===== src/rtl/float_edit_pkg.sv =====
// Shared types, button indices and field arithmetic for the float register editor.
package float_edit_pkg;

    typedef enum logic [1:0] {
        FLD_EXP  = 2'b00,
        FLD_MANT = 2'b01,
        FLD_SIGN = 2'b10,
        FLD_RSV  = 2'b11
    } field_t;

    typedef enum logic [1:0] {
        RP_IDLE,
        RP_HOLD,
        RP_REPEAT
    } rep_state_t;

    localparam int BTN_UP  = 0;
    localparam int BTN_INC = 1;
    localparam int BTN_DEC = 2;
    localparam int BTN_DN  = 3;

    // +/-1 on value[lsb +: width]; wraps modulo 2^width or clamps, never touches other bits.
    function automatic logic [63:0] field_step(input logic [63:0] value, input int lsb,
                                               input int width, input logic dir,
                                               input logic saturate);
        logic [63:0] ones;
        logic [63:0] fld;
        logic [63:0] nf;
        ones = (64'd1 << width) - 64'd1;
        fld  = (value >> lsb) & ones;
        if (dir) begin
            nf = (saturate && (fld == ones)) ? fld : ((fld + 64'd1) & ones);
        end else begin
            nf = (saturate && (fld == 64'd0)) ? fld : ((fld - 64'd1) & ones);
        end
        return (value & ~(ones << lsb)) | (nf << lsb);
    endfunction

endpackage


===== src/rtl/button_conditioner.sv =====
// One raw active-low button -> sync, debounce, press pulse, optional auto-repeat.
// Press pulse appears 2 + DEBOUNCE_CYCLES cycles after a clean raw falling edge.
module button_conditioner
    import float_edit_pkg::*;
#(
    parameter int DEBOUNCE_CYCLES = 500000,
    parameter bit REPEAT_EN       = 1'b0,
    parameter int REPEAT_DELAY    = 25000000,
    parameter int REPEAT_PERIOD   = 5000000
) (
    input  logic clk,
    input  logic rst_n,
    input  logic btn_n,
    output logic evt
);
    localparam int DBW  = $clog2(DEBOUNCE_CYCLES + 1);
    localparam int RMAX = (REPEAT_DELAY > REPEAT_PERIOD) ? REPEAT_DELAY : REPEAT_PERIOD;
    localparam int RPW  = $clog2(RMAX + 1);

    logic           sync1;
    logic           sync2;
    logic           armed;
    logic           db_n;
    logic           press_q;
    logic [DBW-1:0] db_cnt;

    // Synchronisers reset to "pressed" so a button held through reset never arms
    // until a genuine released sample has been seen.
    always_ff @(posedge clk or negedge rst_n) begin
        if (!rst_n) begin
            sync1   <= 1'b0;
            sync2   <= 1'b0;
            armed   <= 1'b0;
            db_n    <= 1'b1;
            db_cnt  <= '0;
            press_q <= 1'b0;
        end else begin
            sync1   <= btn_n;
            sync2   <= sync1;
            armed   <= armed | sync2;
            press_q <= 1'b0;
            if (!armed || (sync2 == db_n)) begin
                db_cnt <= '0;
            end else if (db_cnt == DBW'(DEBOUNCE_CYCLES - 1)) begin
                db_cnt  <= '0;
                db_n    <= sync2;
                press_q <= !sync2;
            end else begin
                db_cnt <= db_cnt + 1'b1;
            end
        end
    end

    generate
        if (REPEAT_EN) begin : g_rep
            rep_state_t     state;
            rep_state_t     state_nxt;
            logic [RPW-1:0] rcnt;
            logic [RPW-1:0] rcnt_nxt;
            logic           rep_evt;

            always_ff @(posedge clk or negedge rst_n) begin
                if (!rst_n) begin
                    state <= RP_IDLE;
                    rcnt  <= '0;
                end else begin
                    state <= state_nxt;
                    rcnt  <= rcnt_nxt;
                end
            end

            always_comb begin
                state_nxt = state;
                rcnt_nxt  = rcnt;
                rep_evt   = 1'b0;
                case (state)
                    RP_IDLE: begin
                        if (press_q) begin
                            state_nxt = RP_HOLD;
                            rcnt_nxt  = '0;
                        end
                    end
                    RP_HOLD: begin
                        if (db_n) begin
                            state_nxt = RP_IDLE;
                        end else if (rcnt == RPW'(REPEAT_DELAY - 1)) begin
                            rep_evt   = 1'b1;
                            state_nxt = RP_REPEAT;
                            rcnt_nxt  = '0;
                        end else begin
                            rcnt_nxt = rcnt + 1'b1;
                        end
                    end
                    RP_REPEAT: begin
                        if (db_n) begin
                            state_nxt = RP_IDLE;
                        end else if (rcnt == RPW'(REPEAT_PERIOD - 1)) begin
                            rep_evt  = 1'b1;
                            rcnt_nxt = '0;
                        end else begin
                            rcnt_nxt = rcnt + 1'b1;
                        end
                    end
                    default: state_nxt = RP_IDLE;
                endcase
            end

            assign evt = press_q | rep_evt;
        end else begin : g_norep
            assign evt = press_q;
        end
    endgenerate

endmodule


===== src/rtl/float_reg_editor.sv =====
// Button/keypad editor for a bank of float registers; edits land the cycle after the event.
// UPDATE is a registered pulse alongside the first cycle a changed value is visible.
module float_reg_editor
    import float_edit_pkg::*;
#(
    parameter int N_REGS          = 2,
    parameter int WIDTH           = 32,
    parameter int EXP_LSB         = 23,
    parameter int EXP_W           = 8,
    parameter int MANT_W          = 23,
    parameter int DEBOUNCE_CYCLES = 500000,
    parameter int REPEAT_DELAY    = 25000000,
    parameter int REPEAT_PERIOD   = 5000000,
    parameter int SATURATE        = 0,
    parameter logic [WIDTH-1:0] INIT_VAL = 32'h3f800000,
    localparam int RW = (N_REGS > 1) ? $clog2(N_REGS) : 1
) (
    input  logic                    CLK,
    input  logic                    RESET,
    input  logic [3:0]              BTN_N,
    input  logic [1:0]              FIELD_SEL,
    input  logic                    LOAD_EN,
    input  logic [RW-1:0]           LOAD_IDX,
    input  logic [WIDTH-1:0]        LOAD_VAL,
    output logic [N_REGS*WIDTH-1:0] VALS,
    output logic [RW-1:0]           SEL_ROW,
    output logic                    UPDATE
);
    localparam logic [WIDTH-1:0] SIGN_MASK = {1'b1, {(WIDTH-1){1'b0}}};

    logic [3:0]       ev;
    logic [WIDTH-1:0] regs [N_REGS];
    logic [WIDTH-1:0] nxt  [N_REGS];
    logic [RW-1:0]    row;
    logic [RW-1:0]    row_nxt;
    logic             upd_q;
    logic             changed;
    logic             edit_en;
    logic             load_ok;
    logic [WIDTH-1:0] cur;
    logic [WIDTH-1:0] edited;

    genvar gi;
    generate
        for (gi = 0; gi < 4; gi++) begin : g_btn
            button_conditioner #(
                .DEBOUNCE_CYCLES(DEBOUNCE_CYCLES),
                .REPEAT_EN      ((gi == BTN_INC) || (gi == BTN_DEC)),
                .REPEAT_DELAY   (REPEAT_DELAY),
                .REPEAT_PERIOD  (REPEAT_PERIOD)
            ) u_btn (
                .clk  (CLK),
                .rst_n(RESET),
                .btn_n(BTN_N[gi]),
                .evt  (ev[gi])
            );
        end
        for (gi = 0; gi < N_REGS; gi++) begin : g_out
            assign VALS[gi*WIDTH +: WIDTH] = regs[gi];
        end
    endgenerate

    always_comb begin
        cur     = regs[row];
        edit_en = ev[BTN_INC] ^ ev[BTN_DEC];
        case (field_t'(FIELD_SEL))
            FLD_EXP:  edited = WIDTH'(field_step(64'(cur), EXP_LSB, EXP_W, ev[BTN_INC],
                                                 SATURATE != 0));
            FLD_MANT: edited = WIDTH'(field_step(64'(cur), 0, MANT_W, ev[BTN_INC],
                                                 SATURATE != 0));
            FLD_SIGN: edited = cur ^ SIGN_MASK;
            default:  edited = cur;
        endcase

        load_ok = LOAD_EN && (int'(LOAD_IDX) < N_REGS);
        nxt     = regs;
        // A load to the row being edited takes precedence; loads elsewhere coexist.
        if (edit_en && !(load_ok && (LOAD_IDX == row))) begin
            nxt[row] = edited;
        end
        if (load_ok) begin
            nxt[LOAD_IDX] = LOAD_VAL;
        end

        changed = 1'b0;
        for (int i = 0; i < N_REGS; i++) begin
            if (nxt[i] != regs[i]) begin
                changed = 1'b1;
            end
        end

        row_nxt = row;
        if (ev[BTN_UP] && !ev[BTN_DN]) begin
            row_nxt = (int'(row) == N_REGS - 1) ? '0 : row + 1'b1;
        end else if (ev[BTN_DN] && !ev[BTN_UP]) begin
            row_nxt = (row == '0) ? RW'(N_REGS - 1) : row - 1'b1;
        end
    end

    always_ff @(posedge CLK or negedge RESET) begin
        if (!RESET) begin
            for (int i = 0; i < N_REGS; i++) begin
                regs[i] <= INIT_VAL;
            end
            row   <= '0;
            upd_q <= 1'b0;
        end else begin
            regs  <= nxt;
            row   <= row_nxt;
            upd_q <= changed;
        end
    end

    assign SEL_ROW = row;
    assign UPDATE  = upd_q;

endmodule

===== config.mk =====
export PLATFORM = sky130hd
export DESIGN_NAME = float_reg_editor
export DESIGN_NICKNAME = d
export VERILOG_FILES = /design/src/rtl/float_edit_pkg.sv /design/src/rtl/button_conditioner.sv /design/src/rtl/float_reg_editor.sv
export SDC_FILE = /design/constraint.sdc
export NUM_CORES = 1
export LEC_CHECK = 0
export CORE_MARGIN = 10
export CORE_UTILIZATION = 40
export CTS_BUF_LIST = sky130_fd_sc_hd__clkbuf_8
export DETAILED_ROUTE_END_ITERATION = 12
export HOLD_SLACK_MARGIN = 0.02
export PLACE_DENSITY_LB_ADDON = 0.25
export SLEW_MARGIN = 25
export SYNTH_ARGS = -nofsm -noshare
export SYNTH_HDL_FRONTEND = slang
export SYNTH_SLANG_ARGS = --single-unit

===== constraint.sdc =====
create_clock -name CLK -period 6.5 [get_ports CLK]
set_clock_uncertainty 0.15 [all_clocks]
set_input_delay 1.95 -clock CLK [delete_from_list [all_inputs] [get_ports CLK]]
set_output_delay 1.95 -clock CLK [all_outputs]
set_load 0.03 [all_outputs]

Word level (Yosys, flattened, before mapping)
Cells that the tools add are included.
{"block": "word_totals", "out_inout_bits": 66, "wordCells": 200, "in_bits": 42, "register_bits": 216}
{"block": "op_classes", "n_reduce_logical": 35, "add_sub_neg": 12, "n_mux": 70, "n_lt_le_gt_ge": 4, "bitwise_logic": 16, "n_eq_ne": 31}
{"cell": "2-to-1 mux 25 bit", "n": 10}
{"cell": "2-to-1 mux 32 bit", "n": 6}
{"cell": "2-to-1 mux 19 bit", "n": 8}
{"cell": "one-hot mux 25 bit (3 select lines)", "n": 2}
{"cell": "bitwise mux 64 bit", "n": 2}
{"cell": "2-to-1 mux 64 bit", "n": 2}
{"cell": "one-hot mux 32 bit (3 select lines)", "n": 1}
{"cell": "adder 19 x 1 -> 19 bit (second input constant)", "n": 4}
{"cell": "equality test 19 bit (second input constant)", "n": 4}
{"cell": "demux 32 bit (select 1 bit)", "n": 2}
{"cell": "!= test 32 bit", "n": 2}
{"cell": "OR 32 bit", "n": 2}
{"cell": "adder 25 x 1 -> 25 bit (second input constant)", "n": 2}
{"cell": "equality test 25 x 23 -> 1 bit (second input constant)", "n": 2}
{"cell": "equality test 25 bit (second input constant)", "n": 2}
{"cell": "adder 23 x 1 -> 23 bit (second input constant)", "n": 1}
{"cell": "2-to-1 mux 23 bit", "n": 1}
{"cell": "subtractor 23 x 1 -> 23 bit (second input constant)", "n": 1}
{"cell": "2-to-1 mux 1 bit", "n": 22}
{"cell": "2-to-1 mux 2 bit", "n": 8}
{"cell": "one-hot mux 2 bit (3 select lines)", "n": 2}
{"cell": "zero test 1 bit", "n": 11}
{"cell": "2-to-1 mux 9 bit", "n": 1}
{"cell": "adder 8 x 1 -> 8 bit (second input constant)", "n": 1}
{"cell": "25 further kinds", "n": 69}

Logic depth before layout (Yosys ltp)
Gate-level depths: netlist (run 1).
{"block": "logic_depth", "depth_word": 16, "depth_mapped": 20, "depth_no_buf": 19}

Cells and area by module
From an unflattened synthesis (run 1), not the netlist that was laid out.
{"block": "hier_totals", "hier_cells": 1705, "area_unflattened_um2": 14844.2}
{"module": "float_reg_editor", "area_each_um2": 7059.3, "cells_per_inst": 895, "seq_area_each_um2": 1669.1, "instances": 1}
{"module": "button_conditioner (g_btn[2].u_btn)", "area_each_um2": 2813.9, "cells_per_inst": 301, "seq_area_each_um2": 1277.5, "instances": 1}
{"module": "button_conditioner (g_btn[1].u_btn)", "area_each_um2": 2701.3, "cells_per_inst": 283, "seq_area_each_um2": 1277.5, "instances": 1}
{"module": "button_conditioner (g_btn[0].u_btn ...)", "area_each_um2": 1134.8, "cells_per_inst": 113, "seq_area_each_um2": 601.8, "instances": 2}

Least setup slack after synthesis (run 1)
OpenSTA, ideal clock, no wires.
{"block": "synth_path", "path_type": "register to register", "start": "reg row, in the netlist SEL_ROW", "end": "reg regs, in the netlist VALS[22]", "slack_ps": 1455, "setup_ps": 82, "required_time_ps": 6268, "n_path_buf": 7, "synth_period_minus_slack_ps": 5045, "stages_incl_launch_ff": 19, "arrival_time_ps": 4813, "cell_sequence": "dfrtp_1 buf_2 buf_2 buf_1 clkbuf_1 clkbuf_1 buf_1 o21ai_0 ha_1 clkbuf_1 a21o_1 a21o_1 a21oi_1 o31ai_1 o2111a_1 a311oi_2 a311oi_1 or3_1 a31oi_1"}
{"element": "start: declaration", "line_no": "float_reg_editor.sv:34", "source": "logic [RW-1:0] row;"}
{"element": "start signal: assignment", "line_no": "float_reg_editor.sv:109", "source": "row <= row_nxt;"}
{"element": "end signal: assignment", "line_no": "float_reg_editor.sv:108", "source": "regs <= nxt;"}
{"element": "end: declaration", "line_no": "float_reg_editor.sv:32", "source": "logic [WIDTH-1:0] regs [N_REGS];"}

==> results of run 1 <==
## per-stage QoR
| stage | area, µm² | hold slack (ns) | util, % |
|---|---|---|---|
| 2_1_floorplan | 13900 | 0.181 | - |
| 3_3_place_gp | 15400 | 0.183 | 44.8 |
| 3_5_place_dp | 15400 | 0.187 | 44.8 |
| 4_1_cts | 16300 | 0.200 | 47.2 |
| 5_1_grt | 16300 | 0.215 | 47.3 |
| 6_report | 16300 | 0.198 | 47.3 |
## metal layers
metal / wire [µm] / part of all wire, % / track usage (%)
met5: 0 / 0 / 0
met4: 1270 / 3.0 / 7.17
met3: 2580 / 6.2 / 3.54
met2: 19200 / 46 / 30.4
met1: 18800 / 45 / 25.9
## synth_stat cells (14+ instances only)
cell type and number:
nand2_1 187, ha_1 35, dfstp_2 18, clkbuf_1 49
a31oi_1 36, nand4_1 34, mux2_2 20, xor2_1 85
nor2_1 202, dfrtp_1 198, nor4_1 15, nand3_1 58
a21oi_1 91, nor2b_1 14, mux2i_1 18, xnor2_1 72
and3_1 39, inv_1 51, nor3_1 31, a21o_1 18
o21ai_0 147, or3_1 20
## logic make-up (layout without fill, tap and decap cells)
kind of cell,after synthesis,after routing,share of synthesized area (%)
AND/OR/NAND/NOR,676,676,23.6
flip-flops,216,216,39.0
adder cells (fa/ha/maj),36,36,3.29
multiplexers,39,39,3.01
XOR/XNOR,157,157,9.88
AO/OA/AOI/OAI,400,400,17.8
buffers and inverters,119,252,3.47
other,0,2,0
## power by group through the flow
stage / clock network [W] / logic, W / registers [W]
2_1_floorplan: 0 / 0.000428 / 0.00160
3_3_place_gp: 0 / 0.000828 / 0.00155
3_5_place_dp: 0 / 0.000833 / 0.00154
4_1_cts: 0.00139 / 0.000837 / 0.00152
5_1_grt: 0.00146 / 0.000910 / 0.00153
6_report: 0.00135 / 0.000840 / 0.00152
## worst paths after layout
path | endpoint | cells past startpoint | from | slack, ns
max | VALS[11]$_DFF_PN0_ | 18 | g_btn[1].u_btn.g_rep.state[0]$_DFFE_PN0P_ | 1.28
min in group asynchronous | g_btn[2].u_btn.db_cnt[3]$_DFF_PN0_ | 1 | RESET | 1.10
max in group asynchronous | SEL_ROW$_DFFE_PN0P_ | 2 | RESET | 4.28
max reg2reg | VALS[11]$_DFF_PN0_ | 18 | g_btn[1].u_btn.g_rep.state[0]$_DFFE_PN0P_ | 1.28
min | g_btn[2].u_btn.sync2$_DFF_PN0_ | 0 | g_btn[2].u_btn.sync1$_DFF_PN0_ | 0.20
min reg2reg | g_btn[2].u_btn.sync2$_DFF_PN0_ | 0 | g_btn[2].u_btn.sync1$_DFF_PN0_ | 0.20
## area by class of cell
cell class              count  area (µm²)
diodes                      2        5.00
clock buffers              52         716
clock inverters            23         116
fillers                  3404       18200
inverters                  52         195
multi-input cells        1308        8020
flip-flops and latches    216        5430
well taps                 455         569
repair buffers            125        1240
## flip-flops by register name, summed over array words and instances, names as in the netlist, 4 cells and up
register / count
VALS: 64
g_btn.u_btn.armed: 4
g_btn.u_btn.db_cnt: 76
g_btn.u_btn.db_n: 4
g_btn.u_btn.g_rep.rcnt: 50
g_btn.u_btn.g_rep.state: 4
g_btn.u_btn.sync1: 4
g_btn.u_btn.sync2: 4
## cell usage in the layout (no fill, tap or decap), types with 20 or more instances in the layout
master and n:
inv_1 67, a21oi_1 91, clkdlybuf4s50_1 106, nor2_1 201, nand4_1 34, nor3_1 31, xor2_1 85, o21ai_0 147
or3_1 20, dfrtp_1 197, mux2_2 20, a31oi_1 36, and3_1 39, nand2_1 187, xnor2_1 72, nand3_1 58
ha_1 35, clkbuf_8 52
==> metrics, run 1 <==
hold buffers post-CTS=0; status=finished, final reports clean; DR vias=12700; CP endpoint kind=flop; gr usage total=19.3%; worst setup path category=reg -> reg; postcts setup bufs=0; worst slew pin tran=0.989 ns; P_sw=0.00124 W; largest net degree at the start of global routing=118; clk buf depth=3; Syn Nets=1721; share of flip-flops with an asynchronous set or reset=100%; Port Buf Inserts=107; FF+latch count, synth=216; height of the die=207 µm; Final Max Slew Viols=0; sequential share of the synthesized area=39.0%; HPWL Detailed=30100 µm; Worst EP required=6.86 ns; Initial Util=40.4%; Worst Path Buf+Inv=2; Mapped Cells=1643; final setup TNS=0 ns; worst setup margin=1.28 ns; Synthesis Warnings=0; Power per Cell Area=228 nW/µm²; routed len/inst=18.7 µm; TritonCTS sink count=216; Clock Pin Slew Worst Setup and Hold Paths=0.06 ns; vias per cell=5.67; root buf cell=clkbuf_8; die area=42700 µm²; Synth cell types=85; final WL=41900 µm; Peak supply drop=0.000129 V; area growth from synthesis to layout=17.1%; CP arrival=5.58 ns; Hold WC Path Type=reg -> reg; Ports=108; Core Region=34500 µm²; Cell Int Power=0.00247 W; CP most frequent cell=a31oi_1; global-route wire length before repair=66600 µm; cts bufs inserted=41; Die Width=207 µm; Slew HR=33.4%; clock latency on the worst-skew pair=0.60 ns; area leader, netlist=dfrtp_1; RD Place Congestion=0.919; antenna violations before repair=2; remaining design rule violation count=0; total count of hold-check failures in the final report=0; vias in the first global route=12100; CTS H-tree lvls=2; GR Overflow Total=0; Crit path largest cell delay=0.59 ns; netlist area before placement=13900 µm²; post-route ant nets=0; Crit-path slowest cell=nor3_1; Area contributors post-synth=dfrtp_1 36%, nor2_1 5.4%, xor2_1 5.3%, o21ai_0 5.3%, nand2_1 5.0%; crit share post-route=80.3%; Max-Cap Viols=0; # rows=68; crit-path cells=inv_1, ha_1, nor2b_1, and4_1, o211a_2, nor2_4, buf_4, ha_1, nor2_1, a31oi_1, or4b_1, a31oi_1, o211a_1, o21a_1, nor3_1, nor3_1, nand2_1, a31oi_1; power consumption=0.00372 W; Critical Path Fanout Max=15; pre-CTS WS=1.01 ns; startpoint types=flop; CTS tree=yes; Mean Syn Cell Area=8.47 µm²; Sw Ratio=33.4%; Resized cells post-CTS=0; Flop pwr share=41.0%; cell family with the largest share of critical-path delay=simple AND/OR/NAND/NOR gates; initial DRC count=963; layout cell share with drive strength beyond 1=8.22%; final setup fails=0; fin crit period=5.22 ns; Detailed Routing Iterations Pass 1=6; Synth top area share=35.6%; Leak=6.71 nW; dominant synthesized flop cell=dfrtp_1; non-filler cells, final=2233; placed cell count=2155; Final #Nets=1822; combinational share of power=22.6%; Clock power frac=36.4%; RSZ-0062 raised after global routing=no; number of synthesized flops with an enable pin=0; fmax=0.192 GHz
Note: power is estimated with default switching activity, not from simulation.
==> run 2: changes to the inputs <==
==> constraint.sdc (replaced) <==
create_clock -name CLK -period 4.55 [get_ports CLK]
set_clock_uncertainty 0.15 [all_clocks]
set_input_delay 1.365 -clock CLK [delete_from_list [all_inputs] [get_ports CLK]]
set_output_delay 1.365 -clock CLK [all_outputs]
set_load 0.03 [all_outputs]
==> run 2 against run 1 <==
  * Global-route usage rose by 1.2 points
  * Routed wire length rose by 5.8%
  * Critical path type unchanged
  * Worst hold slack improved by 0.00072 ns
  * Highest routed layer is now met5
  * Cell count rose by 4.7%
  * Cell area rose by 6.6%
  * Fmax rose by 16%
  * Non-clock buffer count rose by 112
  * Core utilization rose by 3.1 points
==> metrics, run 2 (synthesized netlist as in run 1, its figures left out) <==
Detailed Routing Iterations Pass 1=5; area growth from synthesis to layout=24.8%; cts bufs inserted=41; most frequent cells in the layout=200 x nor2_1, 195 x dfrtp_1, 187 x nand2_1; HPWL Detailed=32600 µm; combinational share of power=25.6%; CTS tree=yes; CP endpoint kind=flop; Slew HR=40.7%; vias per cell=5.59; die area=42700 µm²; layout cell share with drive strength beyond 1=15.8%; Power per Cell Area=311 nW/µm²; post-route ant nets=0; worst slew pin tran=0.890 ns; fmax=0.222 GHz; status=finished, final reports clean; commonest non-fill, non-tap cell in the layout=nor2_1; final setup fails=0; final instance area=17400 µm²; # rows=68; Crit-path slowest cell=or4_1; Post-DP Area=16200 µm²; Peak supply drop=0.000216 V; CP arrival=4.82 ns; Hold WS=0.199 ns; hold buffers post-CTS=0; worst setup path category=reg -> reg; RSZ-0062 raised after global routing=yes; total count of hold-check failures in the final report=0; Hold WC Path Type=reg -> reg; startpoint types=flop; gr usage total=20.5%; Port Buf Inserts=107; crit-path cells=ha_4, nor2b_4, and4_4, o211a_4, nor2_4, ha_4, nor2b_2, o31a_1, a41oi_2, mux2i_1, or3_4, a41oi_4, buf_6, xnor2_2, a21oi_2, mux2i_1, a41oi_1, or4_1; routed len/inst=18.9 µm; Final Max Slew Viols=0; final WL=44300 µm; global-route wire length before repair=69800 µm; Clock Pin Slew Worst Setup and Hold Paths=0.06 ns; Worst EP required=4.87 ns; Critical Path Fanout Max=5; root buf cell=clkbuf_8; crit share post-route=99.0%; DR vias=13100; CTS H-tree lvls=2; Initial Util=40.4%; Leak=7.30 nW; antenna cell count=0; Cell Int Power=0.00362 W; power consumption=0.00541 W; Clock power frac=34.3%; height of the die=207 µm; Final #Nets=1934; Reg2Reg Setup Slack=0.05 ns; Ports=108; Core Region=34500 µm²; Die Width=207 µm; fin crit period=4.50 ns; remaining design rule violation count=0; clk buf depth=3; Max-Cap Viols=0; vias in the first global route=12600; max reg flops=76; TritonCTS sink count=216; Flop pwr share=40.1%; Reg with most FFs=g_btn.u_btn.db_cnt; final core utilization=50.4%; RD Place Congestion=0.980; GR Overflow Total=0; largest net degree at the start of global routing=87; Sw Ratio=33.0%; initial DRC count=1069; antenna violations before repair=1; Crit path largest cell delay=0.47 ns; P_sw=0.00178 W; clock latency on the worst-skew pair=0.60 ns
[run 2: cell type report]
| cell class | instances | area (µm²) |
|---|---|---|
| Clock inverter | 23 | 126 |
| Inverter | 52 | 195 |
| Clock buffer | 48 | 661 |
| Fill cell | 3312 | 17100 |
| Sequential cell | 216 | 5430 |
| Multi-Input combinational cell | 1308 | 8280 |
| Timing Repair Buffer | 237 | 2100 |
| Tap cell | 455 | 569 |
[run 2: timing repair]
action                     in CTS  in global routing
setup endpoints to repair       7                 19
resized for setup               4                 57
setup buffers                   1                 18
pin swaps                       3                 34
[run 2: worst paths after layout]
kind | start | endpoint | cells after the start
min in group asynchronous | RESET | g_btn[2].u_btn.db_cnt[4]$_DFF_PN0_ | 1
min | g_btn[1].u_btn.sync1$_DFF_PN0_ | g_btn[1].u_btn.sync2$_DFF_PN0_ | 0
min reg2reg | g_btn[1].u_btn.sync1$_DFF_PN0_ | g_btn[1].u_btn.sync2$_DFF_PN0_ | 0
max in group asynchronous | RESET | VALS[58]$_DFF_PN1_ | 2
max reg2reg | g_btn[1].u_btn.g_rep.state[1]$_DFFE_PN0P_ | UPDATE$_DFF_PN0_ | 18
max | g_btn[1].u_btn.g_rep.state[1]$_DFFE_PN0P_ | UPDATE$_DFF_PN0_ | 18
[run 2: stage by stage]
step | setup slack (ns) | std cells | setup TNS, ns
after CTS | 0.000329 | 2325 | 0
final | 0.0452 | 2339 | 0
after detailed placement | -0.306 | 2253 | -1.05
after global routing | -0.123 | 2339 | -0.430
after floorplan | -0.0262 | 1643 | -0.0262
after global placement | -0.181 | 2253 | -0.406
[run 2: routing by layer]
layer	share of wire, %	GRT usage [%]	vias up
met3	6.9	4.12	96
met2	46	32.3	436
met5	0.045	0	-
met4	3.7	9.10	2
met1	44	26.7	6245
li1	-	-	6304
[run 2: power by group through the flow]
stage / clock [W] / combinational [W] / sequential, W
5_1_grt: 0.00202 / 0.00149 / 0.00218
6_report: 0.00185 / 0.00138 / 0.00217
3_3_place_gp: 0 / 0.00130 / 0.00220
2_1_floorplan: 0 / 0.000612 / 0.00229
3_5_place_dp: 0 / 0.00130 / 0.00220
4_1_cts: 0.00192 / 0.00132 / 0.00217
[run 2: critical path, delay by kind of cell (launching register included)]
family                     cells  cell delay (ns)
adders and majority gates      2             0.44
xor gates and xnor gates       1             0.06
AOI/OAI and AO/OA              6             1.26
and+or+nand+nor                6             1.55
DFF                            1             0.45
buffers and inverters          1             0.15
muxes                          2             0.33
